## src/rtl/nec_stack_pop_seq.sv

```systemverilog
// Stack pop sequencer: walks a STACK_* pop mask from the highest bit down.
// It issues one 16-bit stack read per selected register and returns each word as a one-hot writeback.
module nec_stack_pop_seq #(
  parameter int ADDR_WIDTH = 20,
  parameter int SP_STEP    = 2
) (
  input  logic                  clk,
  input  logic                  reset,
  input  logic                  start,
  input  logic [15:0]           pop_mask,
  input  logic [15:0]           sp_in,
  input  logic [15:0]           ss_in,
  output logic                  busy,
  output logic                  mem_req,
  output logic [ADDR_WIDTH-1:0] mem_addr,
  input  logic                  mem_ack,
  input  logic [15:0]           mem_rdata,
  output logic                  wr_en,
  output logic [15:0]           wr_sel,
  output logic [15:0]           wr_data,
  output logic [15:0]           sp_out,
  output logic                  done
);

  localparam logic [15:0] STACK_SP         = 16'h0010;
  localparam logic [15:0] STACK_BP_SKIP_SP = 16'h0020;
  localparam int          SUM_W            = (ADDR_WIDTH > 20) ? ADDR_WIDTH : 20;

  typedef enum logic [2:0] {
    S_IDLE,
    S_SELECT,
    S_READ,
    S_WB,
    S_DONE
  } state_e;

  state_e                state_q, state_d;
  logic [15:0]           mask_q, mask_d;
  logic [15:0]           sp_q, sp_d;
  logic [15:0]           ss_q, ss_d;
  logic                  busy_q, busy_d;
  logic                  mem_req_q, mem_req_d;
  logic [ADDR_WIDTH-1:0] mem_addr_q, mem_addr_d;
  logic                  wr_en_q, wr_en_d;
  logic [15:0]           wr_sel_q, wr_sel_d;
  logic [15:0]           wr_data_q, wr_data_d;
  logic [15:0]           sp_out_q, sp_out_d;
  logic                  done_q, done_d;

  logic [15:0]           top_bit;
  logic [15:0]           mask_cleared;
  logic [SUM_W-1:0]      lin_addr;

  // Highest set bit of the remaining mask; it stays put from SELECT through WB
  // because the mask only changes when that bit is retired.
  always_comb begin
    top_bit = '0;
    for (int i = 0; i < 16; i++) begin
      if (mask_q[i]) top_bit = 16'(1) << i;
    end
  end

  assign mask_cleared = mask_q & ~top_bit;
  assign lin_addr     = (SUM_W'(ss_q) << 4) + SUM_W'(sp_q);

  always_comb begin
    // NOTE: every _d gets a default before the case so no path leaves a value unassigned (no latches).
    state_d    = state_q;
    mask_d     = mask_q;
    sp_d       = sp_q;
    ss_d       = ss_q;
    mem_req_d  = mem_req_q;
    mem_addr_d = mem_addr_q;
    wr_en_d    = 1'b0;
    wr_sel_d   = '0;
    wr_data_d  = wr_data_q;
    sp_out_d   = sp_out_q;
    done_d     = 1'b0;

    unique case (state_q)
      S_IDLE: begin
        if (start) begin
          mask_d = pop_mask;
          sp_d   = sp_in;
          ss_d   = ss_in;
          if (pop_mask != '0) begin
            state_d = S_SELECT;
          end else begin
            state_d  = S_DONE;
            done_d   = 1'b1;
            sp_out_d = sp_in;
          end
        end
      end

      S_SELECT: begin
        if (mask_q == '0) begin
          state_d  = S_DONE;
          done_d   = 1'b1;
          sp_out_d = sp_q;
        end else if (top_bit == STACK_BP_SKIP_SP) begin
          // The saved-SP slot is stepped over without a bus access.
          mask_d = mask_cleared;
          sp_d   = sp_q + 16'(SP_STEP);
          if (mask_cleared == '0) begin
            state_d  = S_DONE;
            done_d   = 1'b1;
            sp_out_d = sp_d;
          end
        end else begin
          mem_req_d  = 1'b1;
          mem_addr_d = lin_addr[ADDR_WIDTH-1:0];
          state_d    = S_READ;
        end
      end

      S_READ: begin
        if (mem_ack) begin
          mem_req_d = 1'b0;
          wr_data_d = mem_rdata;
          wr_sel_d  = top_bit;
          wr_en_d   = 1'b1;
          state_d   = S_WB;
        end
      end

      S_WB: begin
        mask_d = mask_cleared;
        sp_d   = (top_bit == STACK_SP) ? wr_data_q : sp_q + 16'(SP_STEP);
        if (mask_cleared != '0) begin
          state_d = S_SELECT;
        end else begin
          state_d  = S_DONE;
          done_d   = 1'b1;
          sp_out_d = sp_d;
        end
      end

      S_DONE: begin
        state_d = S_IDLE;
      end

      default: begin
        state_d = S_IDLE;
      end
    endcase

    busy_d = (state_d != S_IDLE);
  end

  always_ff @(posedge clk) begin
    if (reset) begin
      state_q    <= S_IDLE;
      mask_q     <= '0;
      sp_q       <= '0;
      ss_q       <= '0;
      busy_q     <= 1'b0;
      mem_req_q  <= 1'b0;
      mem_addr_q <= '0;
      wr_en_q    <= 1'b0;
      wr_sel_q   <= '0;
      wr_data_q  <= '0;
      sp_out_q   <= '0;
      done_q     <= 1'b0;
    end else begin
      // NOTE: non-blocking assignments so every flop samples the pre-edge values.
      state_q    <= state_d;
      mask_q     <= mask_d;
      sp_q       <= sp_d;
      ss_q       <= ss_d;
      busy_q     <= busy_d;
      mem_req_q  <= mem_req_d;
      mem_addr_q <= mem_addr_d;
      wr_en_q    <= wr_en_d;
      wr_sel_q   <= wr_sel_d;
      wr_data_q  <= wr_data_d;
      sp_out_q   <= sp_out_d;
      done_q     <= done_d;
    end
  end

  assign busy     = busy_q;
  assign mem_req  = mem_req_q;
  assign mem_addr = mem_addr_q;
  assign wr_en    = wr_en_q;
  assign wr_sel   = wr_sel_q;
  assign wr_data  = wr_data_q;
  assign sp_out   = sp_out_q;
  assign done     = done_q;

endmodule

```

## config.mk

```make
export PLATFORM = sky130hd
export DESIGN_NAME = nec_stack_pop_seq
export DESIGN_NICKNAME = d
export VERILOG_FILES = /design/src/rtl/nec_stack_pop_seq.sv
export SDC_FILE = /design/constraint.sdc
export NUM_CORES = 1
export LEC_CHECK = 0
export ABC_AREA = 1
export BUFFER_PORTS_ARGS = -buffer_cell sky130_fd_sc_hd__buf_2
export CAP_MARGIN = 20
export CORE_MARGIN = 4
export CORE_UTILIZATION = 59
export DETAILED_ROUTE_END_ITERATION = 16
export GPL_TIMING_DRIVEN = 0
export PLACE_DENSITY = 0.86
export SYNTH_ARGS = -nofsm -noshare
export SYNTH_HDL_FRONTEND = slang
export SYNTH_SLANG_ARGS = --single-unit
```

## constraint.sdc

```tcl
create_clock -name clk -period 5.95 [get_ports clk]
set_clock_uncertainty 0.05 [all_clocks]
set_input_delay 1.4875 -clock clk [delete_from_list [all_inputs] [get_ports clk]]
set_output_delay 1.4875 -clock clk [all_outputs]
set_load 0.1 [all_outputs]
```

==> results.ini, run 1 <==
[run_status]
run_status=finished clean

[final_layout]
diodes=0
syn2layout_area_growth_pct=22.9
utilization=0.746
fillCellCount=848
fin_nets=1153
layout-drive-gt1-share=0.177

[timing]
min_period_ns=2.99
finalMaxSlewViolations=0
finalSetupTns_ns=0
fmax_mhz=335
worst_slack_ns=2.96
setup_violations=0
fin_crit_sh=0.502
rsz0062_at_grt=no
worst_slew_pin_slew_ns=0.698
hold_viol_final=0
max_slew_margin=0.534

[synth]
ys_types=41
synthesis.nets=996
ys_async_sr_fraction=0
synth_top_cell_by_area=dfxtp_1
synth_common_cells=201 x nand2_1, 130 x nor2_1, 123 x dfxtp_1
synthMostInstantiatedCell=nand2_1
yosys_warnings=0
seq_area_frac_synth=0.393
yosys.area.top_type_share=0.393
syn_inst=914
synth_edf_count=0
synthFlopType=dfxtp_1
synth.area.top_cells=dfxtp_1 39%, nand2_1 12%, nor2_1 7.8%
synth-seq-cells=123
synth_area_um2=6270
synth.avg_cell_area_um2=6.86

[hold_path]
min-delay-start=mask_q[10]
worst_hold_path_type=reg2reg
whs_path_depth=2

[grt]
antenna_found_initial=0
grt_use_total=0.316
grt_pass1_wl_um=31600
grt_max_degree=17
grt_pass1_vias=6441
grt.overflow.total=0

[floorplan]
chipHeight_um=111
rows=37
die-area_um2=12300
start_util=0.607
core_region_area_um2=10300
die_x_um=111
ioPinCount=140

[pwr]
vdd_drop_max_mv=0.244
p_leak_nw=3.69
powerDensity_nw_per_um2=412

[placed_design]
place_ws_ns=2.77
dp_hpwl_um=14400
place_congestion=1.03
io_buffers=138

[routing]
via_count=6926
avgViaCountPerCell=5.68
antenna_left=0
wirelength_um=19800
drt_iter0_markers=745
wl_per_cell_um=16.3
dr.pass1.iters=7
drc=0

[critical_path]
r2r_slack_ns=3.03
worst_r2r_endpoint=mem_addr[14]
path_max_fanout=3
cp_data_arrival_time_ns=1.45
crit_type=reg2out
cpPeakStageDelay_ns=0.48
crit_slowest_cell=buf_2
crit_chain=buf_2
crit_path_start_kind=flip-flop
cp_num_buf_inv=1
reg2reg_from=sp_q[5]
cp.required_ns=4.41
rr_worst_depth=9
crit_path_end=wr_data[7]
worstSetupPathDepth=1
path_delay_family=buffers and inverters
crit_start=wr_data[7]
cp-end-kind=output pin

[run]
maxCapViolations=0

[clock_tree]
clock_path_buffers=2
cts-root-buf=clkbuf_8
htreeDepth=4
cts_sinks=123
cts_hold_buf=0
clock_latency_ns=0.53
postCtsSetupBuffers=0
cts_tree=built
cts_buffers=17
cts.reportedPaths.clkPinSlew_ns=0.06
ctsResizeCount=0

layout by cell type (no fill, tap or decap), types with 17 or more instances in the layout:
cell type	count
nand2_1	201
buf_2	145
nor2_1	130
dfxtp_1	123
o21ai_0	89
a21oi_1	85
inv_1	83
clkbuf_1	34
nand3_1	28
nand4_1	17
routing by layer:
metal	wire [µm]	track usage	vias up
li1	-	-	3330
met1	8240	0.424	3081
met2	8300	0.473	469
met3	2710	0.106	46
met4	580	0.119	0
met5	0	0	-
worst min-delay path by stage:
| stage | end | slack [ns] |
|---|---|---|
| after floorplan | wr_sel[10] | 0.39 |
| after CTS | wr_sel[10] | 0.42 |
| after global routing | ss_q[15] | 0.45 |
| final | wr_sel[10] | 0.42 |
| after global placement | mem_addr[1] | 0.40 |
| after detailed placement | wr_sel[10] | 0.41 |
sequential cells by signal, indices dropped and copies added (netlist names), 3 cells and up:
signal,cells
wr_data,16
sp_q,16
mask_q,16
sp_out,16
state_q,3
wr_sel,16
mem_addr,20
ss_q,16
area by class of cell:
class	count	area, µm²	share of cell area
well taps	136	170	0.0221
repair buffers	138	691	0.0896
multi-input cells	662	3310	0.429
plain buffers	42	174	0.0226
inverters	87	327	0.0424
flip-flops and latches	123	2460	0.320
clock buffers	23	457	0.0593
clock inverters	8	118	0.0153
kinds of logic after synthesis:
group                    count (synthesis)  synth area share
XOR/XNOR                                18            0.0251
flip-flops                             123             0.393
AO/OA/AOI/OAI                          223             0.198
AND/OR/NAND/NOR                        407             0.275
adder cells (fa/ha/maj)                 14            0.0291
buffers and inverters                  129            0.0798
through the flow:
step	instances	power (mW)	hold WS (ns)	area [µm²]
3_5_place_dp	1188	2.13	0.410	7130
2_1_floorplan	914	1.89	0.390	6270
6_report	1219	3.18	0.418	7710
5_1_grt	1219	3.31	0.449	7710
4_1_cts	1219	3.15	0.419	7710
3_3_place_gp	1188	2.12	0.400	7130
where the power goes:
group	switching, mW	internal, mW
registers	0.103	0.936
clock network	0.367	0.655
logic	0.848	0.268
total	1.32	1.86
Power figures use the tool's default switching activity.
==> run 2, diff against run 1 <==
CORE_UTILIZATION = 55   (was 59)
PLACE_DENSITY = 0.81   (was 0.86)
clock period = 3 ns   (was 5.95 ns; I/O delays follow)
==> run 2 against run 1 <==
- final cell count grew 0.41%
- highest routed layer unchanged
- via count decreased by 0.72%
- sequential power up 98%
- combinational power is 98% higher
- critical path type is now reg2reg
==> results.ini, run 2 (same netlist as run 1, synthesis figures left out) <==
[clock_tree]
cts-root-buf=clkbuf_16
cts_sinks=123  ; unchanged
cts_tree=built
ctsResizeCount=0  ; unchanged
clock_latency_ns=0.42  ; -0.11 ns
postCtsSetupBuffers=0  ; unchanged
clock_path_buffers=2  ; unchanged
cts_buffers=17  ; unchanged
cts.reportedPaths.clkPinSlew_ns=0.06  ; about the same
htreeDepth=4  ; unchanged
cts_hold_buf=0  ; unchanged

[pwr]
p_leak_nw=3.70  ; +0.29%
powerDensity_nw_per_um2=826  ; +100%
vdd_drop_max_mv=0.505  ; +110%

[placed_design]
io_buffers=138  ; unchanged
placed_cells=1192  ; +0.34%
dp_hpwl_um=14700  ; +1.8%
place_congestion=0.994  ; -3.7%

[floorplan]
core_region_area_um2=11000  ; +6.4%
start_util=0.571  ; -0.0365
chipHeight_um=115  ; +3.3%
die-area_um2=13200  ; +6.7%
die_x_um=115  ; +3.3%
rows=38  ; +2.7%
ioPinCount=140  ; unchanged

[critical_path]
crit_path_start_kind=flip-flop
crit_type=reg2reg
reg2reg_from=state_q[0]
cp_data_arrival_time_ns=3.00  ; +1.55 ns
crit_path_frequent_cell=inv_1
r2r_slack_ns=0.30  ; -2.73 ns
cp_num_buf_inv=4  ; +3
rr_worst_depth=12  ; +3
worst_r2r_endpoint=sp_out[13]
cpPeakStageDelay_ns=0.41  ; -0.07 ns
cp.required_ns=3.30  ; -1.11 ns
crit_chain=inv_1 -> nor2_1 -> inv_1 -> nor2_4 -> inv_1 -> nor2_2 -> inv_1 -> o21ai_0 -> a31oi_1 -> nand2_1 -> nor2_1 -> nor2_1
path_max_fanout=9  ; +6
path_delay_family=simple AND/OR/NAND/NOR gates
cp-end-kind=flip-flop
crit_slowest_cell=nor2_2

[timing]
finalSetupTns_ns=0  ; unchanged
min_period_ns=2.70
fin_crit_sh=0.900
hold_viol_final=0  ; unchanged
holdWs_ns=0.415  ; -0.00322 ns
max_slew_margin=0.543  ; +0.00826
worst_slew_pin_slew_ns=0.686  ; -0.0124 ns
fmax_mhz=371
finalMaxSlewViolations=0  ; unchanged
setup_violations=0  ; unchanged
rsz0062_at_grt=no

[routing]
dr.pass1.iters=6  ; -1
wl_met2_um=8190  ; -1.4%
drc=0  ; unchanged
top_layer_used=met4
drt_iter0_markers=746  ; +0.13%
avgViaCountPerCell=5.62  ; -1.1%
antenna_left=0  ; unchanged
drt-met1-wl_um=8610  ; +4.6%
wl_per_cell_um=16.3  ; about the same
wirelength_um=19900  ; +0.45%
via_count=6876  ; -0.72%
met3_length_um=2530  ; -6.6%

[final_layout]
syn2layout_area_growth_pct=23.5
diodes=0  ; unchanged
mostFrequentLayoutCell=nand2_1
fin_nets=1153  ; unchanged
final_cell_mix=201 x nand2_1, 145 x buf_2, 130 x nor2_1
fin_cells=1224  ; +0.41%
layout-drive-gt1-share=0.182  ; +0.00445
largest_reg_flops=20  ; unchanged

[hold_path]
whs_endpoint=mem_addr[1]
worst_hold_path_type=reg2reg
whs_path_depth=2  ; unchanged
min-delay-start=mem_addr[1]

[grt]
grt_pass1_wl_um=31100  ; -1.5%
grt.overflow.total=0  ; unchanged
grt_max_degree=17  ; unchanged
grt_use_total=0.302  ; -0.0138
antenna_found_initial=0  ; unchanged
grt_pass1_vias=6350  ; -1.4%

[run_status]
run_status=finished clean

[run]
maxCapViolations=0  ; unchanged

## run 2: cell types whose count changed in the layout (fill, tap and decap cells not counted)
cell,before,now
clkbuf_1,34,30
clkbuf_16,16,17
clkbuf_8,3,1
clkinv_2,4,3
clkinv_4,0,4
clkinvlp_4,1,3
inv_6,0,1
## run 2: routing by layer
layer	vias to the layer above	global-route usage
li1	3343	-
met1	3082	0.426
met2	399	0.442
met3	52	0.0789
met4	0	0.125
met5	-	0
## run 2: how the worst max path moves through the flow
stage                          start      endpoint  slack (ns)  depth (start not counted)
after global routing         sp_q[5]  mem_addr[14]        0.05                          9
after CTS                    sp_q[5]  mem_addr[14]        0.34                          9
after global placement       sp_q[5]  mem_addr[14]        0.37                          9
after detailed placement     sp_q[5]  mem_addr[14]        0.34                          9
after floorplan              sp_q[5]  mem_addr[14]        0.69                          9
final                     state_q[0]    sp_out[13]        0.30                         12
## run 2: power breakdown
group / internal, mW / total, mW / switching [mW]
Sequential: 1.86 / 2.06 / 0.204
Combinational: 0.532 / 2.22 / 1.68
Clock: 1.33 / 2.12 / 0.793
## run 2: worst min-delay path: stages (launching register included)
cell	delay, ns
dfxtp_1	0.30
nand2_1	0.05
a21oi_1	0.06
## run 2: metrics by stage
stage	utilization	setup slack, ns	total power, mW	area [µm²]
2_1_floorplan	-	0.689	3.75	6270
3_3_place_gp	0.650	0.366	4.22	7140
3_5_place_dp	0.650	0.340	4.25	7140
4_1_cts	0.705	0.344	6.35	7750
5_1_grt	0.705	0.0546	6.68	7750
6_report	0.705	0.301	6.40	7750
## run 2: final cells by class
cell class | instances | area, µm²
Multi-Input combinational cell | 662 | 3310
Sequential cell | 123 | 2460
Inverter | 87 | 327
Buffer | 42 | 174
Tap cell | 140 | 175
Clock inverter | 14 | 171
Fill cell | 947 | 3240
Clock buffer | 18 | 439
Timing Repair Buffer | 138 | 691
==> run 3, diff against run 2 <==
ABC_AREA = unset   (was 1)
PLACE_DENSITY = 0.8   (was 0.81)
==> run 3 against run 2 <==
- sequential power is 13% higher
- critical path depth is 6 lower
- global-route usage is 1.5 points higher
- fmax is 6.3% lower
- die area is 3.7% higher
- first-iteration DRC count is 17% higher
- sequential share of layout area is 1.3 points lower
- final cell count is 7.0% lower
- setup slack worse by 0.18 ns
- largest power group unchanged
==> results.ini, run 3 <==
[run_status]
run_status=finished clean

[pwr]
intPower_mw=4.70  ; +26%
switching_share=0.499  ; +0.0795
pwr-share-comb=0.514  ; +0.168
vdd_drop_max_mv=0.626  ; +24%
p_clk_frac=0.238  ; -0.094
power_switching_mw=4.67  ; +74%
p_seq_frac=0.248  ; -0.074
p_leak_nw=3.30  ; -11%
powerDensity_nw_per_um2=1160  ; +40%

[synth]
synthMostInstantiatedCell=nand2_1
synth.avg_cell_area_um2=7.91  ; +15%
yosys_warnings=0  ; unchanged
seq_area_frac_synth=0.378  ; -0.0149
synth_area_um2=6520  ; +4.0%
synthFlopType=dfxtp_1
synthesis.nets=906  ; -9.0%
ys_types=71  ; +73%
ys_async_sr_fraction=0  ; unchanged
synth_common_cells=131 x nand2_1, 123 x dfxtp_1, 71 x a21oi_1
synth_edf_count=0  ; unchanged
yosys.area.top_type_share=0.378  ; -0.0149
syn_inst=824  ; -9.8%
synth.area.top_cells=dfxtp_1 38%, nand2_1 7.5%, a21oi_1 5.5%
synth-seq-cells=123  ; unchanged
synth_top_cell_by_area=dfxtp_1

[hold_path]
worst_hold_path_type=reg2reg

[floorplan]
ioPinCount=140  ; unchanged
die-area_um2=13700  ; +3.7%
die_x_um=117  ; +1.8%
chipHeight_um=117  ; +1.8%
start_util=0.566  ; -0.00491
rows=39  ; +2.6%
core_region_area_um2=11500  ; +4.9%

[final_layout]
diodes=0  ; unchanged
fin_nets=1064  ; -7.7%
fillCellCount=971  ; +2.5%
seq_area_um2=2460  ; unchanged
syn2layout_area_growth_pct=23.9
multi_input_area_um2=3790  ; +14%
mostFrequentLayoutCell=buf_2
layout-drive-gt1-share=0.212  ; +0.0303
largest_reg_flops=20  ; unchanged
final_cell_mix=146 x buf_2, 131 x nand2_1, 123 x dfxtp_1
utilization=0.701  ; -0.00418

[timing]
finalSetupTns_ns=0  ; unchanged
rsz0062_at_grt=no
fin_crit_sh=0.960  ; +0.0602
hold_viol_final=0  ; unchanged
max_slew_margin=0.442  ; -0.101
setup_violations=0  ; unchanged
min_period_ns=2.88  ; +0.181 ns
worst_slew_pin_slew_ns=0.837  ; +0.151 ns
finalMaxSlewViolations=0  ; unchanged
fmax_mhz=347  ; -6.3%

[critical_path]
cp_data_arrival_time_ns=3.12  ; +0.12 ns
crit_path_start_kind=flip-flop
cp.required_ns=3.24  ; -0.06 ns
crit_type=reg2reg
cp-end-kind=flip-flop
path_max_fanout=10  ; +1

[grt]
grt_max_degree=17  ; unchanged
grt_use_total=0.318  ; +0.0152
grt_pass1_wl_um=33600  ; +7.9%
grt.overflow.total=0  ; unchanged
grt_pass1_vias=6577  ; +3.6%
antenna_found_initial=0  ; unchanged

[routing]
dr.pass1.iters=6  ; unchanged
antenna_left=0  ; unchanged
drc=0  ; unchanged
wirelength_um=21600  ; +8.3%
avgViaCountPerCell=6.26  ; +12%
drt_iter0_markers=874  ; +17%
wl_per_cell_um=19.0  ; +17%
via_count=7129  ; +3.7%

[run]
maxCapViolations=0  ; unchanged

[clock_tree]
cts_buffers=17  ; unchanged
postCtsSetupBuffers=0  ; unchanged
cts_tree=built
cts_hold_buf=0  ; unchanged
cts_sinks=123  ; unchanged
htreeDepth=4  ; unchanged
cts-root-buf=clkbuf_16
cts.reportedPaths.clkPinSlew_ns=0.06  ; about the same
clock_latency_ns=0.43  ; about the same
clock_path_buffers=2  ; unchanged

[placed_design]
dp_hpwl_um=15800  ; +8.0%
place_congestion=0.998  ; +0.47%
io_buffers=139  ; +0.72%

-- run 3: changes by cell type in the layout (fill, tap and decap cells not counted), moves of 18 or more --
cell      before  now
a311oi_1       0   18
clkbuf_1      30   50
inv_1         83    8
nand2_1      201  131
nor2_1       130   59
o21ai_0       89   59
-- run 3: per-stage QoR --
step           hold WS, ns  setup slack, ns  power (mW)  instance area, µm²  std cells
2_1_floorplan        0.390            0.642        5.85                6520        824
3_3_place_gp         0.387           0.0846        6.90                7390       1106
3_5_place_dp         0.392           0.0895        6.96                7390       1106
4_1_cts              0.400            0.108        9.22                8050       1138
5_1_grt              0.424           0.0245        9.82                8080       1138
6_report             0.399            0.121        9.37                8080       1138
-- run 3: worst paths after layout --
path / start / end / slack (ns) / cells after the start
worst max-delay path: mask_q[12] / busy / 0.12 / 6
worst min-delay path: mem_addr[9] / mem_addr[9] / 0.40 / 2
worst max register to register: mask_q[12] / busy / 0.12 / 6
worst min register to register: mem_addr[9] / mem_addr[9] / 0.40 / 2
-- run 3: kinds of logic after synthesis --
| group | after synthesis | synth area share |
|---|---|---|
| adders and majority gates | 17 | 0.0328 |
| buffers and inverters | 74 | 0.0470 |
| DFF | 123 | 0.378 |
| xor gates and xnor gates | 21 | 0.0282 |
| muxes | 6 | 0.00941 |
| AOI/OAI and AO/OA | 254 | 0.261 |
| and+or+nand+nor | 329 | 0.244 |
-- run 3: final cells by class --
class                   instances  share of cell area
well taps                     143              0.0222
multi-input cells             627               0.469
clock buffers                  19              0.0561
flip-flops and latches        123               0.305
clock inverters                13              0.0236
plain buffers                  66              0.0344
inverters                       8             0.00372
repair buffers                139              0.0861
-- run 3: layer usage --
metal	share of wire	up-vias	track usage
li1	-	3361	-
met1	0.42	3216	0.432
met2	0.42	476	0.477
met3	0.12	76	0.0889
met4	0.036	0	0.128
met5	0	-	0
-- run 3: worst max-delay path, cell delays in order, from the launching register on --
cell and delay [ns]:
dfxtp_1 0.37, nor4_4 0.53, buf_2 0.31, nand4_1 0.29, nor2_1 0.53, a2111oi_0 0.23, a311oi_1 0.43
-- run 3: what timing repair did --
action | CTS | global route
setup endpoints to repair | 1 | 19
endpoints found under the hold margin | 0 | 0
resized for setup | 1 | 7
-- run 3: power groups by stage --
stage               clock (mW)  sequential, mW  combinational, mW
floorplan                    0            3.34               2.50
global placement             0            2.32               4.58
detailed placement           0            2.33               4.63
CTS                       2.24            2.30               4.67
global route              2.31            2.36               5.15
finish                    2.23            2.33               4.81
